## config.mk

```make
export PLATFORM = sky130hd
export DESIGN_NAME = dmem_controller
export DESIGN_NICKNAME = d
export VERILOG_FILES = /design/src/rtl/dmem_controller.sv
export SDC_FILE = /design/constraint.sdc
export NUM_CORES = 1
export LEC_CHECK = 0
export ABC_CLOCK_PERIOD_IN_PS = 1900
export CELL_PAD_IN_SITES_DETAIL_PLACEMENT = 0
export CELL_PAD_IN_SITES_GLOBAL_PLACEMENT = 1
export CORE_MARGIN = 2
export CORE_UTILIZATION = 28
export DETAILED_ROUTE_END_ITERATION = 10
export PLACE_DENSITY = 0.84
export SETUP_SLACK_MARGIN = 0.02
export SYNTH_ARGS = -nofsm -noshare
export SYNTH_HDL_FRONTEND = slang
export SYNTH_SLANG_ARGS = --single-unit
```

## constraint.sdc

```tcl
create_clock -name clk -period 1.9 [get_ports clk]
set_clock_uncertainty 0.1 [all_clocks]
set_input_delay 0.38 -clock clk [delete_from_list [all_inputs] [get_ports clk]]
set_output_delay 0.38 -clock clk [all_outputs]
set_load 0.01 [all_outputs]
```

## src/rtl/dmem_controller.sv

```systemverilog
// Data-memory controller: turns Memory-stage load/store requests into
// single-port SRAM accesses with byte lanes, fault checks and load extension.
module dmem_controller #(
  parameter int ADDR_WIDTH = 12,
  parameter int RD_LATENCY = 1
) (
  input  logic                  clk,
  input  logic                  reset,
  input  logic                  req_valid,
  input  logic                  dmem_WE,
  input  logic [2:0]            dmem_SEL,
  input  logic [31:0]           addr,
  input  logic [31:0]           wdata,
  output logic                  busy,
  output logic                  resp_valid,
  output logic                  fault,
  output logic [31:0]           rdata,
  output logic                  mem_en,
  output logic                  mem_we,
  output logic [ADDR_WIDTH-1:0] mem_addr,
  output logic [3:0]            mem_be,
  output logic [31:0]           mem_wdata,
  input  logic [31:0]           mem_rdata
);

  typedef enum logic [1:0] {IDLE, ISSUE, WAIT, DONE} state_t;

  // Latched request; only the in-range address bits are kept, the upper
  // bits matter solely for the range fault decided at accept time.
  typedef struct packed {
    logic                  we;
    logic [2:0]            sel;
    logic [ADDR_WIDTH+1:0] addr;
    logic [31:0]           wdata;
  } req_t;

  localparam logic [2:0]  LAT        = 3'(RD_LATENCY);
  localparam logic [31:0] RANGE_MASK = ~((32'd1 << (ADDR_WIDTH + 2)) - 32'd1);

  state_t      state, state_nxt;
  logic [2:0]  cnt, cnt_nxt;
  req_t        req_q;
  logic        accept, sample, req_bad;
  logic        sel_bad, align_bad, range_bad;
  logic [7:0]  ld_byte;
  logic [15:0] ld_half;
  logic [31:0] load_val;

  // Fault classification of the live request (only used on the accept edge)
  always_comb begin
    sel_bad   = dmem_WE ? (dmem_SEL > 3'd2)
                        : (dmem_SEL inside {3'b011, 3'b100, 3'b111});
    align_bad = ((dmem_SEL[1:0] == 2'b01) && addr[0]) ||
                ((dmem_SEL[1:0] == 2'b00) && (addr[1:0] != 2'b00));
    range_bad = |(addr & RANGE_MASK);
    req_bad   = sel_bad || align_bad || range_bad;
  end

  // Next-state logic and WAIT down-counter
  always_comb begin
    state_nxt = state;
    cnt_nxt   = cnt;
    accept    = 1'b0;
    sample    = 1'b0;
    case (state)
      IDLE: begin
        if (req_valid) begin
          accept    = 1'b1;
          state_nxt = req_bad ? DONE : ISSUE;
        end
      end
      ISSUE: begin
        if (req_q.we) begin
          state_nxt = DONE;
        end else begin
          state_nxt = WAIT;
          cnt_nxt   = LAT;
        end
      end
      WAIT: begin
        if (cnt == 3'd1) begin
          sample    = 1'b1;
          state_nxt = DONE;
          cnt_nxt   = 3'd0;
        end else begin
          cnt_nxt = cnt - 3'd1;
        end
      end
      DONE:    state_nxt = IDLE;
      default: state_nxt = IDLE;
    endcase
  end

  // Load extraction from the returned SRAM word
  always_comb begin
    case (req_q.addr[1:0])
      2'd0:    ld_byte = mem_rdata[7:0];
      2'd1:    ld_byte = mem_rdata[15:8];
      2'd2:    ld_byte = mem_rdata[23:16];
      default: ld_byte = mem_rdata[31:24];
    endcase
    ld_half = req_q.addr[1] ? mem_rdata[31:16] : mem_rdata[15:0];
    case (req_q.sel)
      3'b110:  load_val = {{24{ld_byte[7]}}, ld_byte};
      3'b010:  load_val = {24'd0, ld_byte};
      3'b101:  load_val = {{16{ld_half[15]}}, ld_half};
      3'b001:  load_val = {16'd0, ld_half};
      default: load_val = mem_rdata;
    endcase
  end

  // Store lane steering; loads read the whole word and drive no data
  always_comb begin
    mem_be    = 4'b1111;
    mem_wdata = 32'd0;
    if (req_q.we) begin
      case (req_q.sel[1:0])
        2'b10: begin
          mem_be    = 4'b0001 << req_q.addr[1:0];
          mem_wdata = {4{req_q.wdata[7:0]}};
        end
        2'b01: begin
          mem_be    = req_q.addr[1] ? 4'b1100 : 4'b0011;
          mem_wdata = {2{req_q.wdata[15:0]}};
        end
        default: begin
          mem_be    = 4'b1111;
          mem_wdata = req_q.wdata;
        end
      endcase
    end
  end

  // SRAM strobes are gated by reset so an aborted access never reaches memory
  always_comb begin
    mem_en     = (state == ISSUE) && reset;
    mem_we     = (state == ISSUE) && reset && req_q.we;
    mem_addr   = req_q.addr[ADDR_WIDTH+1:2];
    busy       = (state != IDLE);
    resp_valid = (state == DONE);
  end

  // State, request latch, fault flag and load result registers
  always_ff @(posedge clk) begin
    if (!reset) begin
      state <= IDLE;
      cnt   <= 3'd0;
      req_q <= '0;
      fault <= 1'b0;
      rdata <= 32'd0;
    end else begin
      state <= state_nxt;
      cnt   <= cnt_nxt;
      if (accept) begin
        req_q <= '{we: dmem_WE, sel: dmem_SEL,
                   addr: addr[ADDR_WIDTH+1:0], wdata: wdata};
        fault <= req_bad;
      end
      if (sample) rdata <= load_val;
    end
  end

endmodule

```

# Word-level counts from Yosys, hierarchy flattened
# Index checks and enable logic that the tools add are counted.
[totals] elab_cells=68 reg_bits=88 in_bits=103
[classes] muxes=21 n_eq_ne=19 order_cmp=1 addsub=1 shift=1 n_reduce_logical=17
[ops] operator="$pmux 32 s4" n=1
[ops] operator="$pmux 32 s2" n=1
[ops] operator="$mux 32" n=1
[ops] operator="$pmux 8 s3" n=1
[ops] operator="$reduce_or 18->1" n=1
[ops] operator="$mux 16" n=1
[ops] operator="$eq 3x3->1 const B" n=4
[ops] operator="$eq 2x1->1 const B" n=4
[ops] operator="$eq 2x2->1 const B" n=4
[ops] operator="$mux 4" n=2
[ops] operator="$pmux 2 s4" n=1
[ops] operator="$pmux 4 s2" n=1
[ops] operator="$eq 3x1->1 const B" n=2
[ops] operator="$eq 3x2->1 const B" n=2
[ops] operator="$logic_not 2->1" n=3
[ops] operator="$mux 1" n=6
[ops] operator="$mux 2" n=3
[ops] operator="$mux 3" n=2
[ops] operator="$ne 2x2->1 const B" n=3
[ops] operator="$pmux 3 s2" n=1
[ops] operator="$reduce_bool 2->1" n=3
[ops] operator="$logic_and 1x1->1" n=4
[ops] operator="$reduce_and 2->1" n=2
[ops] operator="$shl 1x2->4 const A" n=1
[ops] operator="other kinds (4)" n=6

# Logic depth before layout (Yosys ltp)
# Gate-level depths: netlist of run 1.
[logic_depth] ltp_word=8 depth_mapped=8

# Worst setup path after synthesis of run 1
# No wires, ideal clock.
[synth_timing] path_kind="register -> output" startpoint="register req_q[46] (netlist bit)" endpoint="output mem_wdata[10]" setup_slack_ps=-25 n_path_buf=1 required_ps=1420 path_stages_with_launch=8 arrival_ps=1445 path_cell_list="dfxtp_1 inv_1 ha_1 inv_1 clkbuf_1 nand2_1 a22oi_1 nor2b_1"
[synth_between] elab_chain_cells=3 elab_cells_between_ends=4 classes_between="2 x eq/ne; 2 x mux"
[synth_rtl] element="start, declared" line_no="42" text="req_t req_q;"
[synth_rtl] element="start signal, assigned" line_no="155" text="req_q <= '{we: dmem_WE, sel: dmem_SEL,"
[synth_rtl] element="$eq 2x1->1 / $eq 2x2->1 (equally long branches)" line_no="117" text="case (req_q.sel[1:0])"
[synth_rtl] element="$pmux 32 s2 (*)" line_no="117"
[synth_rtl] element="$mux 32 (*)" line_no="116" text="if (req_q.we) begin"
[synth_rtl] element="end, declared" line_no="22" text="output logic [31:0] mem_wdata,"
# Mark *: on every way between the ends. The rest lies on a longest branch, timed or not.

# Worst setup path in the final report of run 1
[layout_timing] startpoint="register req_q[46] (netlist bit)" endpoint="output mem_wdata[22]"
# Same word-level chain as after synthesis.

==> impl_metrics.env, run 1 <==
export IMPL_cts_root_buffer="clkbuf_16"
export IMPL_htree_num_levels=3
export IMPL_setup_viol=28
export IMPL_p_seq_frac=0.316
export IMPL_clk_latency_ps=340
export IMPL_synth_seq_cells=88
export IMPL_gp_congestion=0.768
export IMPL_worstMarginPinSlew_ps=755
export IMPL_synth_edff_count=0
export IMPL_synth_area_mux_share=0.0239
export IMPL_fin_util=0.460
export IMPL_drt_initial_drc_count=271
export IMPL_synth_top_family_by_area="compound AO/OA/AOI/OAI gates"
export IMPL_cts_max_path_buffers=2
export IMPL_die_h_um=133
export IMPL_fp_dieW_um=133
export IMPL_required_ps=1420
export IMPL_yosysWarnings=0
export IMPL_grt_ovfl_total=0
export IMPL_power_density_nw_per_um2=1040
export IMPL_start_kind="flop"
export IMPL_place_hpwl_mm=11.3
export IMPL_antenna_found_initial=0
export IMPL_syn_avg_cell_area_um2=7.93
export IMPL_synth_simple_area_share=0.207
export IMPL_intPower_mw=5.19
export IMPL_hold_ws_ps=363
export IMPL_min_path_type="reg -> reg"
export IMPL_critPathMaxFanout=5
export IMPL_rows=47
export IMPL_status="finished, violations left"
export IMPL_n_antenna_cell=0
export IMPL_track_usage=0.181
export IMPL_portBuffers=187
export IMPL_cts_tree="built"
export IMPL_final_nets=892
export IMPL_drive_gt1_frac=0.196
export IMPL_wl_mm=16.1
export IMPL_syn_inst=587
export IMPL_hold_viol_final=0
export IMPL_rsz0062_at_grt="true"
export IMPL_synth_area_um2=4660
export IMPL_start_util=0.284
export IMPL_ir_drop_uv=584
export IMPL_num_vias=4912
export IMPL_clkPwrFrac=0.248
export IMPL_synthDistinctLibCells=48
export IMPL_max_freq_mhz=457
export IMPL_synth_adder_area_share=0.0242
export IMPL_maxCapViolations=0
export IMPL_crit_type="reg -> out"
export IMPL_vias_per_cell=4.89
export IMPL_synth_fp_nets=699
export IMPL_drv_slew=0
export IMPL_cp_end_kind="output port"
export IMPL_p_comb_frac=0.436
export IMPL_drc=0
export IMPL_ant_nets=0
export IMPL_core_um2=16400
export IMPL_finalWorstSetupSlack_ps=-289
export IMPL_async_flop_share=0
export IMPL_wl_per_cell_um=16.1
export IMPL_clkSinkCount=88
export IMPL_maxSlewHeadroom=0.497
export IMPL_synth_flop_cell="dfxtp_1"
export IMPL_finalCritPeriodShare=1.15
export IMPL_synthToLayoutAreaGrowth_pct=62.1
export IMPL_synth_xor_area_frac=0
export IMPL_dp_slack_ps=-448
export IMPL_holdBufCountCts=0
export IMPL_cts_buffers=9
export IMPL_synth_compound_area_share=0.290
export IMPL_io_pins=188
export IMPL_p_leak_nw=2.90
export IMPL_grt_max_degree=80
export IMPL_clkTransAtPathRegs_ps=70
export IMPL_drt_pass1_iterations=5
export IMPL_power_switching_mw=2.68
export IMPL_final_cell_mix="146 x clkdlybuf4s50_1, 131 x nand2_1, 82 x dfxtp_1"
export IMPL_final_common_cell="clkdlybuf4s50_1"
export IMPL_layout_min_cycle_time_ps=2190
export IMPL_p_sw_frac=0.341
export IMPL_dieArea_um2=17700
export IMPL_violations="setup timing"
export IMPL_crit_arrival_ps=1710
export IMPL_grt_pass1_vias=4775
export IMPL_grt_pass1_wl_mm=25.3
export IMPL_seq_area_frac_synth=0.378
-- state kept, by name, summed over array words and instances (netlist names) --
register  cells
state         2
cnt           3
req_q        38
rdata        32
fault         1
mem_addr     12
-- cell type report --
type                            count  area, µm²
Fill cell                        1633       8860
Multi-Input combinational cell    426       2720
Timing Repair Buffer              243       2410
Sequential cell                    88       1780
Tap cell                          220        275
Clock buffer                       12        256
Clock inverter                      3       65.1
Inverter                           12       47.5
-- power by group through the flow --
| stage | Clock [mW] | Combinational (mW) | Sequential, mW |
|---|---|---|---|
| 4_1_cts | 2.02 | 3.31 | 2.48 |
| 6_report | 1.95 | 3.43 | 2.49 |
| 2_1_floorplan | 0 | 1.64 | 2.46 |
| 3_3_place_gp | 0 | 3.08 | 2.49 |
| 3_5_place_dp | 0 | 3.11 | 2.49 |
| 5_1_grt | 2.11 | 3.75 | 2.53 |
-- synth_stat cells, types with 12 or more instances --
cell type	number	area share
dfxtp_1	88	0.38
clkbuf_1	32	0.026
buf_4	15	0.024
nor2b_1	22	0.030
a22oi_1	14	0.023
o21ai_0	43	0.046
inv_1	12	0.0097
and2_1	12	0.016
a21oi_1	42	0.045
nand2_1	134	0.11
o211ai_1	12	0.019
a21boi_0	43	0.069
-- cells by family after synthesis --
group                      after synthesis
AOI/OAI and AO/OA                      198
muxes                                   10
DFF                                     88
adders and majority gates                9
and+or+nand+nor                        209
buffers and inverters                   73
-- path summary, 6_finish.rpt --
path / from / endpoint / slack [ps] / depth (start not counted)
worst max-delay path: req_q[46]$_SDFFE_PN0P_ / mem_wdata[22] / -290 / 8
worst min-delay path: mem_addr[2]$_SDFFE_PN0P_ / mem_addr[2]$_SDFFE_PN0P_ / 360 / 2
worst max register to register: req_q[46]$_SDFFE_PN0P_ / rdata[7]$_SDFFE_PN0P_ / 20 / 8
worst min register to register: mem_addr[2]$_SDFFE_PN0P_ / mem_addr[2]$_SDFFE_PN0P_ / 360 / 2
-- critical path, cell delays in order (launching register included) --
cell	delay, ps
dfxtp_4	360
buf_12	120
ha_4	180
nor2_4	160
buf_12	140
nor3b_2	40
a21oi_1	150
nor2b_1	60
buf_2	130
-- through the flow --
step	area, µm²	cells	setup TNS, ps	power, mW
finish	7550	1004	-6950	7.87
global placement	6960	980	-11870	5.58
global route	7550	1004	-9140	8.39
detailed placement	6960	980	-12760	5.60
CTS	7410	1002	-7160	7.81
floorplan	4660	587	0	4.10
-- repair_timing --
item                                    CTS  global route
setup buffers                             6             1
pin swaps                                 6            19
endpoints found under the setup margin   64            38
resized for setup                       166            39
cloned                                    1             2
-- metal layers --
layer,global-route usage,up-vias,share of wire
li1,-,2424,-
met2,0.309,168,0.48
met4,0.0305,0,0.0060
met1,0.222,2315,0.43
met5,0,-,0
met3,0.0632,5,0.080
Power figures use the tool's default switching activity.
==> inputs of run 2 (changes only) <==
--- a/config.mk
+++ b/config.mk
@@ -11,6 +11,7 @@
 export CORE_MARGIN = 2
 export CORE_UTILIZATION = 28
 export DETAILED_ROUTE_END_ITERATION = 10
+export MAX_ROUTING_LAYER = met4
 export PLACE_DENSITY = 0.84
 export SETUP_SLACK_MARGIN = 0.02
 export SYNTH_ARGS = -nofsm -noshare
==> impl_metrics.env, run 2 (synthesis gave the netlist of run 1 again) <==
export IMPL_crit_arrival_ps=1710
export IMPL_antenna_found_initial=0
export IMPL_clk_latency_ps=340
export IMPL_fin_cells=1004
export IMPL_p_leak_nw=2.90
export IMPL_status="finished, violations left"
export IMPL_largest_reg_flops=38
export IMPL_worstMarginPinSlew_ps=766
export IMPL_rows=47
export IMPL_multi_input_area_um2=2720
export IMPL_n_antenna_cell=0
export IMPL_fillers=1633
export IMPL_total_power_mw=7.86
export IMPL_required_ps=1420
export IMPL_ir_drop_uv=586
export IMPL_gp_congestion=0.778
export IMPL_critPathMaxFanout=9
export IMPL_start_util=0.284
export IMPL_clkTransAtPathRegs_ps=70
export IMPL_grt_max_degree=80
export IMPL_rsz0062_at_grt="true"
export IMPL_io_pins=188
export IMPL_maxSlewHeadroom=0.489
export IMPL_portBuffers=187
export IMPL_layout_min_cycle_time_ps=2190
export IMPL_grt_pass1_wl_mm=25.2
export IMPL_crit_type="reg -> out"
export IMPL_place_hpwl_mm=11.3
export IMPL_track_usage=0.186
export IMPL_die_h_um=133
export IMPL_drt_initial_drc_count=243
export IMPL_finalWorstSetupSlack_ps=-294
export IMPL_start_kind="flop"
export IMPL_clkSinkCount=88
export IMPL_synthToLayoutAreaGrowth_pct=61.9
export IMPL_core_um2=16400
export IMPL_holdBufCountCts=0
export IMPL_violations="setup timing"
export IMPL_final_common_cell="clkdlybuf4s50_1"
export IMPL_placed_area_um2=6960
export IMPL_final_cell_area_um2=7540
export IMPL_cts_max_path_buffers=2
export IMPL_crit_start="req_q[46]$_SDFFE_PN0P_"
export IMPL_vias_per_cell=4.87
export IMPL_htree_num_levels=3
export IMPL_fp_dieW_um=133
export IMPL_maxCapViolations=0
export IMPL_worstReg2RegStart="req_q[46]$_SDFFE_PN0P_"
export IMPL_wl_mm=16.1
export IMPL_min_path_type="reg -> reg"
export IMPL_cts_buffers=9
export IMPL_wl_per_cell_um=16.1
export IMPL_final_cell_mix="146 x clkdlybuf4s50_1, 131 x nand2_1, 82 x dfxtp_1"
export IMPL_regArea_um2=1780
export IMPL_worstHoldStart="mem_addr[6]$_SDFFE_PN0P_"
export IMPL_setup_viol=28
export IMPL_grt_ovfl_total=0
export IMPL_grt_pass1_vias=4782
export IMPL_power_density_nw_per_um2=1040
export IMPL_dieArea_um2=17700
export IMPL_drt_pass1_iterations=4
export IMPL_fin_util=0.460
export IMPL_max_freq_mhz=456
export IMPL_final_nets=892
export IMPL_cp_end_kind="output port"
export IMPL_finalCritPeriodShare=1.15
export IMPL_ant_nets=0
export IMPL_cts_tree="built"
export IMPL_num_vias=4888
export IMPL_drv_slew=0
export IMPL_hold_viol_final=0
export IMPL_drc=0
export IMPL_drive_gt1_frac=0.196
export IMPL_dp_cells=980
export IMPL_cts_root_buffer="clkbuf_16"
export IMPL_regMostFlops="req_q"
==> run 2: critical path: stages (launching register included) <==
cell,delay [ps]
dfxtp_4,380
inv_4,40
ha_4,270
buf_12,150
a221o_1,260
o211a_1,130
buf_2,140
==> run 2: power breakdown <==
group	switching, mW	internal (mW)	total [mW]
registers	0.277	2.21	2.49
clock network	0.737	1.22	1.95
logic	1.67	1.76	3.43
total	2.68	5.18	7.86
==> run 2: metal layers <==
layer / global-route usage / part of all wire / routed length, µm
met5: - / 0 / 0
met3: 0.0563 / 0.068 / 1100
met1: 0.227 / 0.45 / 7220
met4: 0.0305 / 0.0071 / 114
met2: 0.308 / 0.48 / 7690
==> run 2: area by class of cell <==
type / count / share of cell area
multi-input cells: 426 / 0.360
repair buffers: 243 / 0.319
flip-flops and latches: 88 / 0.236
well taps: 220 / 0.0365
clock buffers: 12 / 0.0340
clock inverters: 3 / 0.00863
inverters: 12 / 0.00630
==> run 2: metrics by stage <==
step	TNS [ps]	worst slack, ps	hold slack [ps]
2_1_floorplan	0	14.0	344
3_3_place_gp	-11870	-404	351
3_5_place_dp	-12760	-448	358
4_1_cts	-7160	-312	366
5_1_grt	-9180	-365	389
6_report	-7000	-294	364
==> run 2: worst paths after layout <==
kind / endpoint / slack, ps / depth (start not counted)
max: mem_wdata[28] / -290 / 6
min: mem_addr[6]$_SDFFE_PN0P_ / 360 / 2
max reg2reg: rdata[7]$_SDFFE_PN0P_ / 20 / 8
min reg2reg: mem_addr[6]$_SDFFE_PN0P_ / 360 / 2
==> run 2: what timing repair did <==
action | in CTS | in global routing
gates cloned | 1 | 2
hold endpoints to repair | 0 | 0
endpoints found under the setup margin | 64 | 38
buffers inserted | 6 | 1
pin swaps | 6 | 18
resized for setup | 166 | 37
==> inputs of run 3 (changes only) <==
==> config.mk (replaced) <==
export PLATFORM = sky130hd
export DESIGN_NAME = dmem_controller
export DESIGN_NICKNAME = d
export VERILOG_FILES = /design/src/rtl/dmem_controller.sv
export SDC_FILE = /design/constraint.sdc
export NUM_CORES = 1
export LEC_CHECK = 0
export ABC_AREA = 1
export ABC_CLOCK_PERIOD_IN_PS = 1900
export CELL_PAD_IN_SITES_DETAIL_PLACEMENT = 0
export CELL_PAD_IN_SITES_GLOBAL_PLACEMENT = 1
export CORE_MARGIN = 2
export CORE_UTILIZATION = 27
export CTS_BUF_LIST = sky130_fd_sc_hd__clkbuf_8
export DETAILED_ROUTE_END_ITERATION = 10
export MAX_ROUTING_LAYER = met4
export PLACE_DENSITY = 0.86
export SETUP_SLACK_MARGIN = 0.2
export SYNTH_ARGS = -nofsm -noshare
export SYNTH_HDL_FRONTEND = slang
export SYNTH_SLANG_ARGS = --single-unit
==> impl_metrics.env, run 3 <==
export IMPL_dieArea_um2=17300
export IMPL_drive_gt1_frac=0.303
export IMPL_htree_num_levels=3
export IMPL_rows=46
export IMPL_grt_max_degree=77
export IMPL_yosysWarnings=0
export IMPL_slowest_stage="dfxtp_2"
export IMPL_synthTopCellsByArea="dfxtp_1 40%, o21ai_0 12%, a21oi_1 10%"
export IMPL_power_density_nw_per_um2=1170
export IMPL_syn_inst=643
export IMPL_crit_family="buffers and inverters"
export IMPL_dp_cells=1034
export IMPL_placed_area_um2=6750
export IMPL_grt_ovfl_total=0
export IMPL_regArea_um2=1770
export IMPL_rsz0062_at_grt="true"
export IMPL_synth_top_area_share=0.401
export IMPL_drt_pass1_iterations=4
export IMPL_hold_viol_final=0
export IMPL_seq_area_frac_synth=0.401
export IMPL_synthToLayoutAreaGrowth_pct=75.9
export IMPL_gp_congestion=0.857
export IMPL_finalWorstSetupSlack_ps=-282
export IMPL_final_cell_mix="101 x clkdlybuf4s50_1, 90 x o21ai_0, 83 x dfxtp_1"
export IMPL_die_h_um=132
export IMPL_n_antenna_cell=0
export IMPL_maxCapViolations=0
export IMPL_drc=0
export IMPL_start_util=0.277
export IMPL_cts_max_path_buffers=2
export IMPL_total_power_mw=9.07
export IMPL_wl_mm=16.5
export IMPL_min_path_type="in -> reg"
export IMPL_clk_latency_ps=370
export IMPL_start_kind="flop"
export IMPL_clkTransAtPathRegs_ps=90
export IMPL_synth_seq_cells=88
export IMPL_cp_end_kind="output port"
export IMPL_synth_area_um2=4400
export IMPL_cts_tree="built"
export IMPL_place_hpwl_mm=11.3
export IMPL_cts_root_buffer="clkbuf_8"
export IMPL_p_leak_nw=3.38
export IMPL_synth_edff_count=0
export IMPL_fillers=1587
export IMPL_final_common_cell="clkdlybuf4s50_1"
export IMPL_hold_ws_ps=367
export IMPL_core_um2=15900
export IMPL_wl_per_cell_um=15.3
export IMPL_drv_slew=0
export IMPL_syn_avg_cell_area_um2=6.84
export IMPL_critPathMaxFanout=6
export IMPL_critical_path_max_stage_delay_ps=350
export IMPL_required_ps=1420
export IMPL_layout_min_cycle_time_ps=2180
export IMPL_final_cell_area_um2=7740
export IMPL_portBuffers=187
export IMPL_setup_viol=29
export IMPL_track_usage=0.190
export IMPL_io_pins=188
export IMPL_vias_per_cell=4.71
export IMPL_synth_top_cell_by_area="dfxtp_1"
export IMPL_regMostFlops="req_q"
export IMPL_clkSinkCount=88
export IMPL_path_buf_inv=5
export IMPL_yosys_top_cells_count="108 x o21ai_0, 94 x nand2_1, 94 x nor2_1"
export IMPL_crit_type="reg -> out"
export IMPL_max_freq_mhz=458
export IMPL_fp_dieW_um=132
export IMPL_maxSlewHeadroom=0.543
export IMPL_ir_drop_uv=550
export IMPL_violations="setup timing"
export IMPL_worstMarginPinSlew_ps=685
export IMPL_holdBufCountCts=0
export IMPL_synth_most_common_cell="o21ai_0"
export IMPL_fin_tns_setup_ps=-6350
export IMPL_async_flop_share=0
export IMPL_synth_flop_cell="dfxtp_1"
export IMPL_drt_initial_drc_count=292
export IMPL_cts_buffers=9
export IMPL_status="finished, violations left"
export IMPL_grt_pass1_vias=4805
export IMPL_num_vias=5073
export IMPL_synth_fp_nets=755
export IMPL_fin_cells=1077
export IMPL_antenna_found_initial=0
export IMPL_ant_nets=0
export IMPL_synthDistinctLibCells=27
export IMPL_crit_arrival_ps=1700
export IMPL_multi_input_area_um2=2820
export IMPL_crit_path_cell_trace="inv_2 > ha_4 > buf_12 > clkinv_8 > buf_4 > nor2_4 > nor2_2 > buf_2"
export IMPL_finalCritPeriodShare=1.15
export IMPL_grt_pass1_wl_mm=25.7
export IMPL_final_nets=968
export IMPL_largest_reg_flops=38
run 3: cell types whose count changed in the layout (fill, tap and decap cells not counted), sizes merged, moves of 10 or more:
cell           change
buf               +21
o211ai            -10
nor2b             -22
clkdlybuf4s50     -45
nand3             +22
o21ai             +67
and2              -12
inv               +43
dlygate4sd2       +35
nand2             -35
a22oi             -14
nor2              +88
a21boi            -43
a21oi             +55
run 3: cells by family after synthesis:
kind of cell / Yosys count / synth area share
AOI/OAI and AO/OA: 218 / 0.261
and+or+nand+nor: 223 / 0.208
DFF: 88 / 0.401
adders and majority gates: 9 / 0.0256
buffers and inverters: 105 / 0.105
run 3: timing repair:
| item | CTS | global route |
|---|---|---|
| buffers inserted | 13 | 11 |
| gates cloned | 3 | 0 |
| pin swaps | 15 | 25 |
| endpoints found under the setup margin | 116 | 71 |
| resized for setup | 307 | 89 |
run 3: where the power goes:
part	switching, mW	internal [mW]
clock	0.739	0.611
sequential	0.326	2.35
combinational	2.72	2.33
total	3.78	5.29
run 3: cell type report:
cell class	instances	share of cell area
Multi-Input combinational cell	451	0.364
Timing Repair Buffer	251	0.317
Sequential cell	88	0.229
Tap cell	216	0.0349
Inverter	55	0.0294
Clock buffer	9	0.0160
Clock inverter	7	0.00906
run 3: routing by layer:
metal  global-route usage  up-vias  part of all wire
li1                     -     2545                 -
met1                0.238     2360              0.45
met2                0.303      139              0.47
met3               0.0278       29             0.043
met4               0.0851        0             0.029
met5                    -        -                 0
run 3: worst paths after layout:
kind / startpoint / endpoint / slack, ps / cells past startpoint
min: reset / mem_addr[9]$_SDFFE_PN0P_ / 370 / 4
max: req_q[46]$_SDFFE_PN0P_ / mem_wdata[24] / -280 / 8
max reg2reg: req_q[46]$_SDFFE_PN0P_ / rdata[25]$_SDFFE_PN0P_ / 100 / 11
min reg2reg: cnt[1]$_SDFFE_PN0P_ / cnt[1]$_SDFFE_PN0P_ / 380 / 2
run 3: tightest hold or removal path: cells and delay by family:
kind | cells | cell delay [ps]
compound gates | 1 | 70
buf+inv | 2 | 310
simple gates | 1 | 40
run 3: metrics by stage:
| step | setup slack, ps | util |
|---|---|---|
| final | -282 | 0.487 |
| after detailed placement | -394 | 0.425 |
| after global placement | -364 | 0.425 |
| after floorplan | 168 | - |
| after CTS | -258 | 0.459 |
| after global routing | -359 | 0.487 |
